[src/rtl/traffic_conflict_monitor.sv]
// Safety register stage between the 4-way signal controller and the lamp drivers.
// Blanks conflicting aspects, detects bad timing, latches faults and flashes red.
module traffic_conflict_monitor #(
  parameter int DEBOUNCE       = 2,
  parameter int MIN_YELLOW     = 3,
  parameter int FLASH_HALF     = 4,
  parameter int STARTUP_CYCLES = 8
) (
  input  logic       clk,
  input  logic       reset,
  input  logic [2:0] north_light,
  input  logic [2:0] south_light,
  input  logic [2:0] east_light,
  input  logic [2:0] west_light,
  input  logic       n_left_arrow,
  input  logic       s_left_arrow,
  input  logic       e_left_arrow,
  input  logic       w_left_arrow,
  input  logic       n_right_arrow,
  input  logic       s_right_arrow,
  input  logic       e_right_arrow,
  input  logic       w_right_arrow,
  input  logic       fault_clear,
  output logic [2:0] safe_north_light,
  output logic [2:0] safe_south_light,
  output logic [2:0] safe_east_light,
  output logic [2:0] safe_west_light,
  output logic       safe_n_left_arrow,
  output logic       safe_s_left_arrow,
  output logic       safe_e_left_arrow,
  output logic       safe_w_left_arrow,
  output logic       safe_n_right_arrow,
  output logic       safe_s_right_arrow,
  output logic       safe_e_right_arrow,
  output logic       safe_w_right_arrow,
  output logic       fault,
  output logic [2:0] fault_code,
  output logic [7:0] fault_count
);
  localparam logic [2:0] RED = 3'b100;
  localparam logic [2:0] YEL = 3'b010;
  localparam logic [2:0] GRN = 3'b001;
  localparam int DW = $clog2(DEBOUNCE + 1);
  localparam int YW = $clog2(MIN_YELLOW + 1);
  localparam int SW = $clog2(STARTUP_CYCLES + 1);
  localparam int FW = $clog2(2 * FLASH_HALF);

  typedef enum logic [1:0] {ST_STARTUP, ST_MONITOR, ST_FAULT} state_t;

  state_t               state_q, state_d;
  logic [3:0][2:0]      lt_in, lt_q, lt_d, prev_q, prev_d;
  logic [3:0]           la_in, ra_in, la_q, la_d, ra_q, ra_d;
  logic [3:0][YW-1:0]   ycnt_q, ycnt_d;
  logic [SW-1:0]        stc_q, stc_d;
  logic [DW-1:0]        deb_q, deb_d;
  logic [FW-1:0]        fcnt_q, fcnt_d;
  logic [2:0]           code_q, code_d;
  logic [7:0]           cnt_q, cnt_d;
  logic                 mon_q;
  logic                 c1, c2, c5, viol, hit, temp_en;
  logic [3:0]           bad, t3, t4;
  logic [2:0]           new_code;

  // Index 0 = north, 1 = south, 2 = east, 3 = west
  assign lt_in = {west_light, east_light, south_light, north_light};
  assign la_in = {w_left_arrow, e_left_arrow, s_left_arrow, n_left_arrow};
  assign ra_in = {w_right_arrow, e_right_arrow, s_right_arrow, n_right_arrow};

  always_comb begin
    bad = '0;
    t3  = '0;
    t4  = '0;
    c5  = 1'b0;
    for (int i = 0; i < 4; i++) begin
      bad[i] = !(lt_in[i] == RED || lt_in[i] == YEL || lt_in[i] == GRN);
      t3[i]  = (prev_q[i] == GRN) && (lt_in[i] == RED);
      t4[i]  = (prev_q[i] == YEL) && (lt_in[i] == RED) && (ycnt_q[i] < YW'(MIN_YELLOW));
      if ((la_in[i] || ra_in[i]) && lt_in[i] == RED) c5 = 1'b1;
    end
    c1      = (lt_in[0] != RED || lt_in[1] != RED) && (lt_in[2] != RED || lt_in[3] != RED);
    c2      = |bad;
    viol    = c1 || c2 || c5;
    hit     = (state_q == ST_MONITOR) && viol && (deb_q == DW'(DEBOUNCE - 1));
    // mon_q is low on the first MONITOR cycle, so history from STARTUP is never judged
    temp_en = (state_q == ST_MONITOR) && mon_q;
    if (hit && c1)              new_code = 3'd1;
    else if (hit && c2)         new_code = 3'd2;
    else if (temp_en && |t3)    new_code = 3'd3;
    else if (temp_en && |t4)    new_code = 3'd4;
    else if (hit && c5)         new_code = 3'd5;
    else                        new_code = 3'd0;
  end

  always_comb begin
    state_d = state_q;
    stc_d   = stc_q;
    deb_d   = '0;
    fcnt_d  = fcnt_q;
    code_d  = code_q;
    cnt_d   = cnt_q;
    lt_d    = {4{RED}};
    la_d    = '0;
    ra_d    = '0;
    prev_d  = lt_in;
    for (int i = 0; i < 4; i++) begin
      if (lt_in[i] != YEL)                     ycnt_d[i] = '0;
      else if (ycnt_q[i] == YW'(MIN_YELLOW))   ycnt_d[i] = ycnt_q[i];
      else                                     ycnt_d[i] = ycnt_q[i] + YW'(1);
    end
    case (state_q)
      ST_STARTUP: begin
        if (stc_q == SW'(STARTUP_CYCLES - 1)) state_d = ST_MONITOR;
        else                                  stc_d   = stc_q + SW'(1);
      end
      ST_MONITOR: begin
        if (new_code != 3'd0) begin
          state_d = ST_FAULT;
          code_d  = new_code;
          cnt_d   = (cnt_q == 8'hFF) ? cnt_q : cnt_q + 8'd1;
          fcnt_d  = FW'(1);
        end else if (viol) begin
          deb_d = deb_q + DW'(1);
        end else begin
          lt_d = lt_in;
          la_d = la_in;
          ra_d = ra_in;
        end
      end
      ST_FAULT: begin
        if (fault_clear) begin
          state_d = ST_STARTUP;
          stc_d   = '0;
          code_d  = 3'd0;
          ycnt_d  = '0;
        end else begin
          lt_d   = (fcnt_q < FW'(FLASH_HALF)) ? {4{RED}} : '0;
          fcnt_d = (fcnt_q == FW'(2 * FLASH_HALF - 1)) ? '0 : fcnt_q + FW'(1);
        end
      end
      default: state_d = ST_STARTUP;
    endcase
  end

  always_ff @(posedge clk) begin
    if (reset) begin
      state_q <= ST_STARTUP;
      stc_q   <= '0;
      deb_q   <= '0;
      fcnt_q  <= '0;
      code_q  <= 3'd0;
      cnt_q   <= 8'd0;
      lt_q    <= {4{RED}};
      la_q    <= '0;
      ra_q    <= '0;
      prev_q  <= {4{RED}};
      ycnt_q  <= '0;
      mon_q   <= 1'b0;
    end else begin
      state_q <= state_d;
      stc_q   <= stc_d;
      deb_q   <= deb_d;
      fcnt_q  <= fcnt_d;
      code_q  <= code_d;
      cnt_q   <= cnt_d;
      lt_q    <= lt_d;
      la_q    <= la_d;
      ra_q    <= ra_d;
      prev_q  <= prev_d;
      ycnt_q  <= ycnt_d;
      mon_q   <= (state_q == ST_MONITOR);
    end
  end

  assign safe_north_light   = lt_q[0];
  assign safe_south_light   = lt_q[1];
  assign safe_east_light    = lt_q[2];
  assign safe_west_light    = lt_q[3];
  assign safe_n_left_arrow  = la_q[0];
  assign safe_s_left_arrow  = la_q[1];
  assign safe_e_left_arrow  = la_q[2];
  assign safe_w_left_arrow  = la_q[3];
  assign safe_n_right_arrow = ra_q[0];
  assign safe_s_right_arrow = ra_q[1];
  assign safe_e_right_arrow = ra_q[2];
  assign safe_w_right_arrow = ra_q[3];
  assign fault              = (state_q == ST_FAULT);
  assign fault_code         = code_q;
  assign fault_count        = cnt_q;
endmodule
[config.mk]
export PLATFORM = sky130hd
export DESIGN_NAME = traffic_conflict_monitor
export DESIGN_NICKNAME = d
export VERILOG_FILES = /design/src/rtl/traffic_conflict_monitor.sv
export SDC_FILE = /design/constraint.sdc
export NUM_CORES = 1
export LEC_CHECK = 0
export CAP_MARGIN = 20
export CORE_ASPECT_RATIO = 0.75
export CORE_UTILIZATION = 50
export DETAILED_ROUTE_END_ITERATION = 8
export DONT_BUFFER_PORTS = 1
export SKIP_CTS_REPAIR_TIMING = 1
export SYNTH_ARGS = -nofsm -noshare
export SYNTH_HDL_FRONTEND = slang
export SYNTH_SLANG_ARGS = --single-unit
[constraint.sdc]
create_clock -name clk -period 3.4 [get_ports clk]
set_input_delay 0.51 -clock clk [delete_from_list [all_inputs] [get_ports clk]]
set_output_delay 0.51 -clock clk [all_outputs]
set_load 0.005 [all_outputs]
==> metrics.txt, run 1 <==
cell with the most instances after synthesis dfxtp_1; Synth top area share between 40% and 50%; Worst R2R Setup Slack around 1100 ps; Synth area leader dfxtp_1; mux share of post-synthesis cell area around 4.6%; number of synthesized register bits 63; Syn-to-layout area delta 9.922%; status finished clean; worst-case clock skew about 9 ps; Seq/Total Area, Yosys 43.67%; Max VDD drop 0.2929 mV; CTS Buffer Depth 2; pin count of the biggest net entering global routing 39; CTS buffer count 9; Worst Setup End Kind flip-flop; Final GP Congestion 0.7712; initial antenna violation count 0; final core occ between 50% and 60%; CTS tree built; dpl ws 479.9 ps; 1st-iter DRT viols 75; XOR/XNOR Fraction of Synth Area 0.9099%; Yosys warnings 0; Final Hold Fails 0; I/O Pins 55; Syn Nets 334; final hold slack 238.2 ps; FF-to-FF End fault_count[7]; post-synth cell types 58; die area about 6000 um^2; Detail Route Antenna Nets 0; Peak Freq around 410 MHz; leakage roughly 1.2 nW; CP startpoint east_light[0]; post-layout instance area 3174 um^2; Die Span X about 90 um; root cell of the clock tree clkbuf_8; hold endpoint stc_q[1]; Final nets roughly 340; Pre-antenna DRT Iters 4; RSZ-0062 raised after global routing false; combinational family with the most area after synthesis simple AND/OR/NAND/NOR gates; Reg clk slew, reported paths 70 ps; row cnt 23; Synth area leaders dfxtp_1, nor2_1, nand2_1; endpoints failing setup 0; Top FF cell, synth dfxtp_1; ant diodes 0; CP Max Fanout 10; final critical-path share of the clock period between 70% and 80%; vias per std cell 5.575; Core Area 5439 um^2; syn_area_per_cell between 9 and 10 um^2; area share of fa/ha/maj cells after synthesis around 3.5%; Required @ worst endpoint approximately 3600 ps; hold wc startpoint reset; fin. max-slew vios 0; drt drc 0; post-DP HPWL 4516 um; Setup TNS Final 0 ps; CP Launch Type input port; Worst-Skew Late Latency 340 ps; Tightest Pin Transition 772.0 ps; Mapped Cells 303; Area after DPL 2932 um^2; vias 2,152; Min-Delay Path Class input port to flip-flop; clock sinks 63; final worst slack a little under 1000 ps; Worst Hold Depth 1; Synth Area in Simple Gates between 20% and 30%; Die Y 67.82 um; pwr/cell area about 580 nW/um^2; CP Data Arrival Time 2650 ps; post-synthesis compound-gate area fraction 17.37%; Reg2Reg Depth 7; Post-synth ARST share 0%; Total Routing Usage GR 21.89%; vias in the first global route about 1,900; Max-slew headroom about 48%; IO Port Bufs 0; crit path kind input port to flip-flop; drt wl/cell roughly 16 um; wirelength, routed between 6000 and 7000 um; post-layout min period around 2400 ps; global-route wire length before repair 10,070 um; most common library cells after synthesis dfxtp_1, nor2_1, nand2_1; layout cell share with drive strength beyond 1 14.47%; Reg-to-Reg Start prev_q[10]; Mapped Area 2888 um^2; maxcap violations 0; htree depth 3; global route overflow 0; initial core utilization a little over half; number of flops mapped to enable cells by yosys 0
## state kept, by name, indices dropped and copies added (netlist names), 3 cells and up
signal,count
fault_code,3
fault_count,8
fcnt_q,3
la_q,4
prev_q,12
ra_q,4
safe_east_light,3
safe_north_light,3
safe_south_light,3
safe_west_light,3
stc_q,4
ycnt_q,8
## through the flow
stage               power (mW)  cells
floorplan                1.059    303
global placement         1.113    369
detailed placement       1.116    369
CTS                      1.861    385
global route             1.937    386
finish                   1.847    386
## layout by cell type (no fill, tap or decap), types with 4 or more instances in the layout
| cell | count |
|---|---|
| a21oi_1 | 12 |
| a22oi_1 | 4 |
| and2_1 | 10 |
| and3_1 | 8 |
| clkbuf_8 | 11 |
| dfxtp_1 | 63 |
| ha_1 | 8 |
| inv_1 | 11 |
| mux2_1 | 4 |
| mux2i_1 | 5 |
| nand2_1 | 29 |
| nand2b_1 | 6 |
| nand3_1 | 7 |
| nor2_1 | 33 |
| nor2b_1 | 16 |
| o21ai_0 | 14 |
| or2_2 | 4 |
## layer usage
layer / track usage, % / vias up / wire length (um)
met2: 30.00 / 68 / 2507
met3: 7.222 / 8 / 371
met5: 0 / - / 0
met4: 7.992 / 0 / 62
li1: - / 1068 / -
met1: 31.64 / 1008 / 3425
## how the worst max path moves through the flow
stage	endpoint	slack, ps	cells past startpoint
finish	fault_count[7]	970	7
global route	fault_count[7]	940	7
CTS	fault_code[1]	780	6
detailed placement	fault_code[1]	480	6
global placement	fault_count[7]	560	6
floorplan	fault_count[5]	990	7
## logic make-up (layout without fill, tap and decap cells)
logic type      count (synthesis)  in the layout
compound gates                 61             61
xor+xnor                        3              3
fa+ha+maj                       8              8
buf+inv                        21             29
flops                          63             63
mux                            12             12
simple gates                  135            135
## cell type report
type | count | area, um^2
Clock buffer | 11 | 151.4
Clock inverter | 5 | 80.08
Fill cell | 482 | 2265
Inverter | 11 | 41.29
Multi-Input combinational cell | 219 | 1528
Sequential cell | 63 | 1261
Tap cell | 75 | 93.84
Timing Repair Buffer | 2 | 18.77
## critical path, stage by stage
cell and delay, ps:
or3b_1 440, a2111oi_0 520, o41a_2 260, nor2_1 80, buf_6 170, a2111oi_4 310
mux2_1 350
## power breakdown
part	switching (mW)	internal [mW]
registers	0.0348	0.784
clock network	0.292	0.451
logic	0.172	0.112
total	0.499	1.35
(Power assumes the default switching activity.)
==> inputs of run 2 (changes only) <==
- PLACE_DENSITY: default -> 0.68
- clock period: 3.4 -> 2.2 ns (I/O delays scaled with it)
==> metrics.txt, run 2 (same netlist as run 1, synthesis figures left out) <==
ant diodes 0; switch share a little over a quarter; post-route insts no fill 405; Syn-to-layout area delta 16.81%; Reg-to-Reg Start prev_q[9]; Peak Freq 464.3 MHz; Worst Path Buf+Inv 2; global route overflow 0; fin. max-slew vios 0; Worst-Skew Late Latency approximately 340 ps; post-layout instance area roughly 3400 um^2; Worst Setup End Kind flip-flop; Detail Route Antenna Nets 0; Required @ worst endpoint 2480 ps; row cnt 23; Min-Delay Path Class input port to flip-flop; hold wc startpoint reset; most common cell after layout, fill and taps aside dfxtp_1; endpoints failing setup 0; Die Span X ~90 um; worst-case clock skew 4.750 ps; post-layout min period 2154 ps; CP delay by family, top simple AND/OR/NAND/NOR gates; maxcap violations 0; Die Y 67.82 um; Total Routing Usage GR 22.69%; Tightest Pin Transition 508.4 ps; Pre-antenna DRT Iters 4; CTS Buffer Depth 2; die area 6087 um^2; initial core utilization between 50 and 60%; htree depth 3; layout cell share with drive strength beyond 1 20.00%; slowest cell delay on critical path roughly 540 ps; leakage 1.290 nW; pin count of the biggest net entering global routing 39; combinational share of power between 10% and 20%; Final Hold Fails 0; Area after DPL 3109 um^2; vias 2,256; most frequent cells in the layout dfxtp_1, nor2_1, nand2_1, buf_4, nor2b_1; 1st-iter DRT viols 110; CTS buffer count 9; crit path kind flip-flop to flip-flop; IO Port Bufs 0; Cell Chain, Critical Path nand2b_1 -> a2111oi_0 -> o41a_2 -> buf_4 -> nand4bb_4 -> nor3b_4 -> buf_12 -> and3_1; CP Data Arrival Time 2430 ps; wirelength, routed 6425 um; vias per std cell 5.570; placed insts 389; vias in the first global route 2,126; Max VDD drop 0.4258 mV; RSZ-0062 raised after global routing true; status finished clean; Crit-path slowest cell o41a_2; CP Launch Type flip-flop; final worst slack about 46 ps; drt drc 0; sequential power share 42.8%; final critical-path share of the clock period a little over nine tenths; Most flops, register prev_q; Reg2Reg Depth 8; dpl ws -297.8 ps; Core Area 5439 um^2; initial antenna violation count 0; I/O Pins 55; root cell of the clock tree clkbuf_8; global-route wire length before repair 10,510 um; Largest register FFs 12; Net Switching around 0.79 mW; FF-to-FF End safe_east_light[0]; Final GP Congestion 0.8612; post-DP HPWL ~4800 um; Reg clk slew, reported paths 70 ps; Final nets 356; pwr/cell area 877.1 nW/um^2; Worst R2R Setup Slack 50 ps; drt wl/cell 15.86 um; Max-slew headroom 65.88%; CP Max Fanout 16; Int Power 2.166 mW; clock sinks 63; hold endpoint stc_q[1]; Worst Hold Depth 1; clock network power share 41.4%; CTS tree built
-- run 2: changes by cell type in the layout (fill, tap and decap cells not counted), sizes merged --
cell	previous run	this run
buf	2	21
clkinv	1	2
clkbuf	11	9
bufinv	2	3
inv	11	12
clkinvlp	2	1
-- run 2: through the flow --
stage | power [mW] | hold slack (ps) | utilization, % | setup TNS, ps
finish | 2.959 | 52.65 | 62.02 | 0
global placement | 1.743 | 403.9 | 57.17 | -6035
CTS | 2.978 | 38.80 | 61.65 | -873.0
global route | 3.083 | 36.46 | 62.02 | -33.46
floorplan | 1.637 | 398.5 | - | 0
detailed placement | 1.751 | 405.5 | 57.17 | -5077
-- run 2: worst reg2reg max path: stages, from the launching register on --
cell       delay (ps)
dfxtp_1           330
nand2b_1          130
a2111oi_0          80
o41a_2            540
buf_4             170
nand4bb_4         250
nor3b_4           250
buf_12            160
and3_1            200
-- run 2: how the worst max path moves through the flow --
stage	start	to	slack, ps	cells after the start
3_5_place_dp	east_light[0]	fault_count[7]	-300	6
4_1_cts	prev_q[9]	fault_code[1]	-130	7
2_1_floorplan	east_light[0]	fault_count[0]	2	7
5_1_grt	prev_q[9]	safe_east_light[0]	-20	8
6_report	prev_q[9]	safe_east_light[0]	50	8
3_3_place_gp	east_light[0]	fault_count[7]	-330	6
-- run 2: power by group through the flow --
stage | sequential (mW) | clock [mW] | combinational [mW]
6_report | 1.27 | 1.23 | 0.466
2_1_floorplan | 1.28 | 0 | 0.360
5_1_grt | 1.27 | 1.29 | 0.518
4_1_cts | 1.27 | 1.25 | 0.463
3_5_place_dp | 1.29 | 0 | 0.460
3_3_place_gp | 1.29 | 0 | 0.455
-- run 2: cell type report --
| type | instances | area, um^2 |
|---|---|---|
| Timing Repair Buffer | 21 | 182.7 |
| Clock buffer | 9 | 123.9 |
| Inverter | 11 | 41.29 |
| Clock inverter | 7 | 120.1 |
| Fill cell | 440 | 2066 |
| Multi-Input combinational cell | 219 | 1550 |
| Tap cell | 75 | 93.84 |
| Sequential cell | 63 | 1261 |
-- run 2: routing by layer --
metal	up-vias	GRT usage [%]	share of wire, %
met1	1064	29.01	47
met3	9	7.556	7.2
met2	75	36.44	45
met4	0	7.992	1.3
li1	1108	-	-
met5	-	0	0
==> inputs of run 3 (changes only) <==
- CORE_UTILIZATION: 50 -> 56
- HOLD_SLACK_MARGIN: default -> 0.15
- PLACE_DENSITY: 0.68 -> 0.74
==> metrics.txt, run 3 (same netlist as run 1, synthesis figures left out) <==
status finished, violations left; failing checks design-rule violations; final worst slack ~110 ps; htree depth 3; CTS Buffer Depth 2; Syn-to-layout area delta 23.35%; Reg clk slew, reported paths 70 ps; clock sinks 63; Worst Path Buf+Inv 0; pin count of the biggest net entering global routing 39; most frequent cells in the layout dfxtp_1, nor2_1, nand2_1, buf_4, dlygate4sd3_1; post-DP HPWL 4576 um; Worst Setup End Kind flip-flop; CP Data Arrival Time 2310 ps; Tightest Pin Transition 891.1 ps; dpl ws -325.1 ps; Final nets roughly 380; I/O Pins 55; CP Max Fanout 8; Crit-path slowest cell or3b_2; row cnt 22; Final Hold Fails 0; post-layout min period about 2100 ps; layout cell share with drive strength beyond 1 19.38%; busiest grt layer met2; ant diodes 0; RSZ-0062 raised after global routing false; slowest cell delay on critical path 480 ps; vias per std cell 5.719; Max-slew headroom approximately 40%; Pre-antenna DRT Iters 6; Final GP Congestion 0.8737; GR Util met3 roughly a tenth; drt wl/cell ~17 um; total power ~2.9 mW; most common cell after layout, fill and taps aside dfxtp_1; maxcap violations 0; Cell Chain, Critical Path or3b_2 -> o22ai_1 -> o31a_1 -> nor2_4 -> a2111oi_4 -> mux2_1; Required @ worst endpoint 2420 ps; final core occ between 70 and 80%; Core Area 4927 um^2; initial core utilization between 50% and 60%; Detail Route Antenna Nets 0; drt drc 3; IO Port Bufs 0; worst-case clock skew around 4.7 ps; CP delay by family, top compound AO/OA/AOI/OAI gates; Min-Delay Path Class input port to flip-flop; 1st-iter DRT viols 194; CTS buffer count 9; initial antenna violation count 0; Max VDD drop 0.5114 mV; final critical-path share of the clock period 94.79%; Worst-Skew Late Latency 340 ps; vias 2,379; Largest register FFs 12; crit path kind flip-flop to flip-flop; CP Launch Type flip-flop; wirelength, routed 6956 um; root cell of the clock tree clkbuf_8; Fillers 335; vias in the first global route 2,120; pwr/cell area 804.2 nW/um^2; met1 Use GR 31.74%; CTS tree built; Die Y 64.19 um; Die Span X 84.92 um; leakage 1.387 nW; Total Routing Usage GR 24.39%; global-route wire length before repair 10,130 um; Peak Freq 479.5 MHz; endpoints failing setup 0; Most flops, register prev_q; die area 5451 um^2; fin. max-slew vios 0; global route overflow 0; met2 Usage GRT 36.38%
==> run 3: changes by cell type in the layout (fill, tap and decap cells not counted) <==
cell,previous run,this run
clkinv_4,1,0
nand4bb_2,0,1
o21ai_0,13,14
nand4bb_4,1,0
inv_6,1,0
dlygate4sd3_1,0,22
bufinv_16,3,2
o21ai_1,1,0
clkinvlp_4,1,2
buf_4,19,23
clkbuf_1,0,1
clkinv_2,1,2
==> run 3: worst register-to-register path, stage by stage (launching register included) <==
cell	delay [ps]
dfxtp_1	310
or3b_2	480
o22ai_1	210
o31a_1	230
nor2_4	100
a2111oi_4	300
mux2_1	350
==> run 3: power breakdown <==
| part | leakage, nW | internal [mW] | switching, mW |
|---|---|---|---|
| Combinational | 0.773 | 0.234 | 0.286 |
| Clock | 0.102 | 0.634 | 0.445 |
| Sequential | 0.512 | 1.21 | 0.0548 |
==> run 3: routing by layer <==
layer	wire length [um]	up-vias
li1	-	1154
met5	0	-
met2	3090	104
met3	708	11
met4	95	0
met1	3060	1110
==> run 3: cell type report <==
| cell class | instances | area, um^2 | share of cell area (%) |
|---|---|---|---|
| Timing Repair Buffer | 47 | 432.9 | 12.15 |
| Tap cell | 60 | 75.07 | 2.107 |
| Clock buffer | 10 | 127.6 | 3.583 |
| Clock inverter | 6 | 85.08 | 2.388 |
| Multi-Input combinational cell | 219 | 1539 | 43.20 |
| Sequential cell | 63 | 1261 | 35.41 |
| Inverter | 11 | 41.29 | 1.159 |
==> run 3: path summary, 6_finish.rpt <==
| path | start | endpoint | slack [ps] | cells after the start |
|---|---|---|---|---|
| worst min register to register | deb_q[0] | deb_q[0] | 460 | 1 |
| worst min-delay path | south_light[1] | ycnt_q[3] | 150 | 2 |
| worst max-delay path | prev_q[10] | fault_count[7] | 110 | 6 |
| worst max register to register | prev_q[10] | fault_count[7] | 110 | 6 |
==> run 3: per-stage QoR <==
step	hold slack [ps]	cell area, um^2	TNS, ps	std cells
floorplan	398.5	2890	0	303
global placement	405.8	3120	-3388	378
detailed placement	406.9	3120	-3838	378
CTS	40.24	3333	-867.6	394
global route	154.4	3562	0	416
finish	153.6	3562	0	416
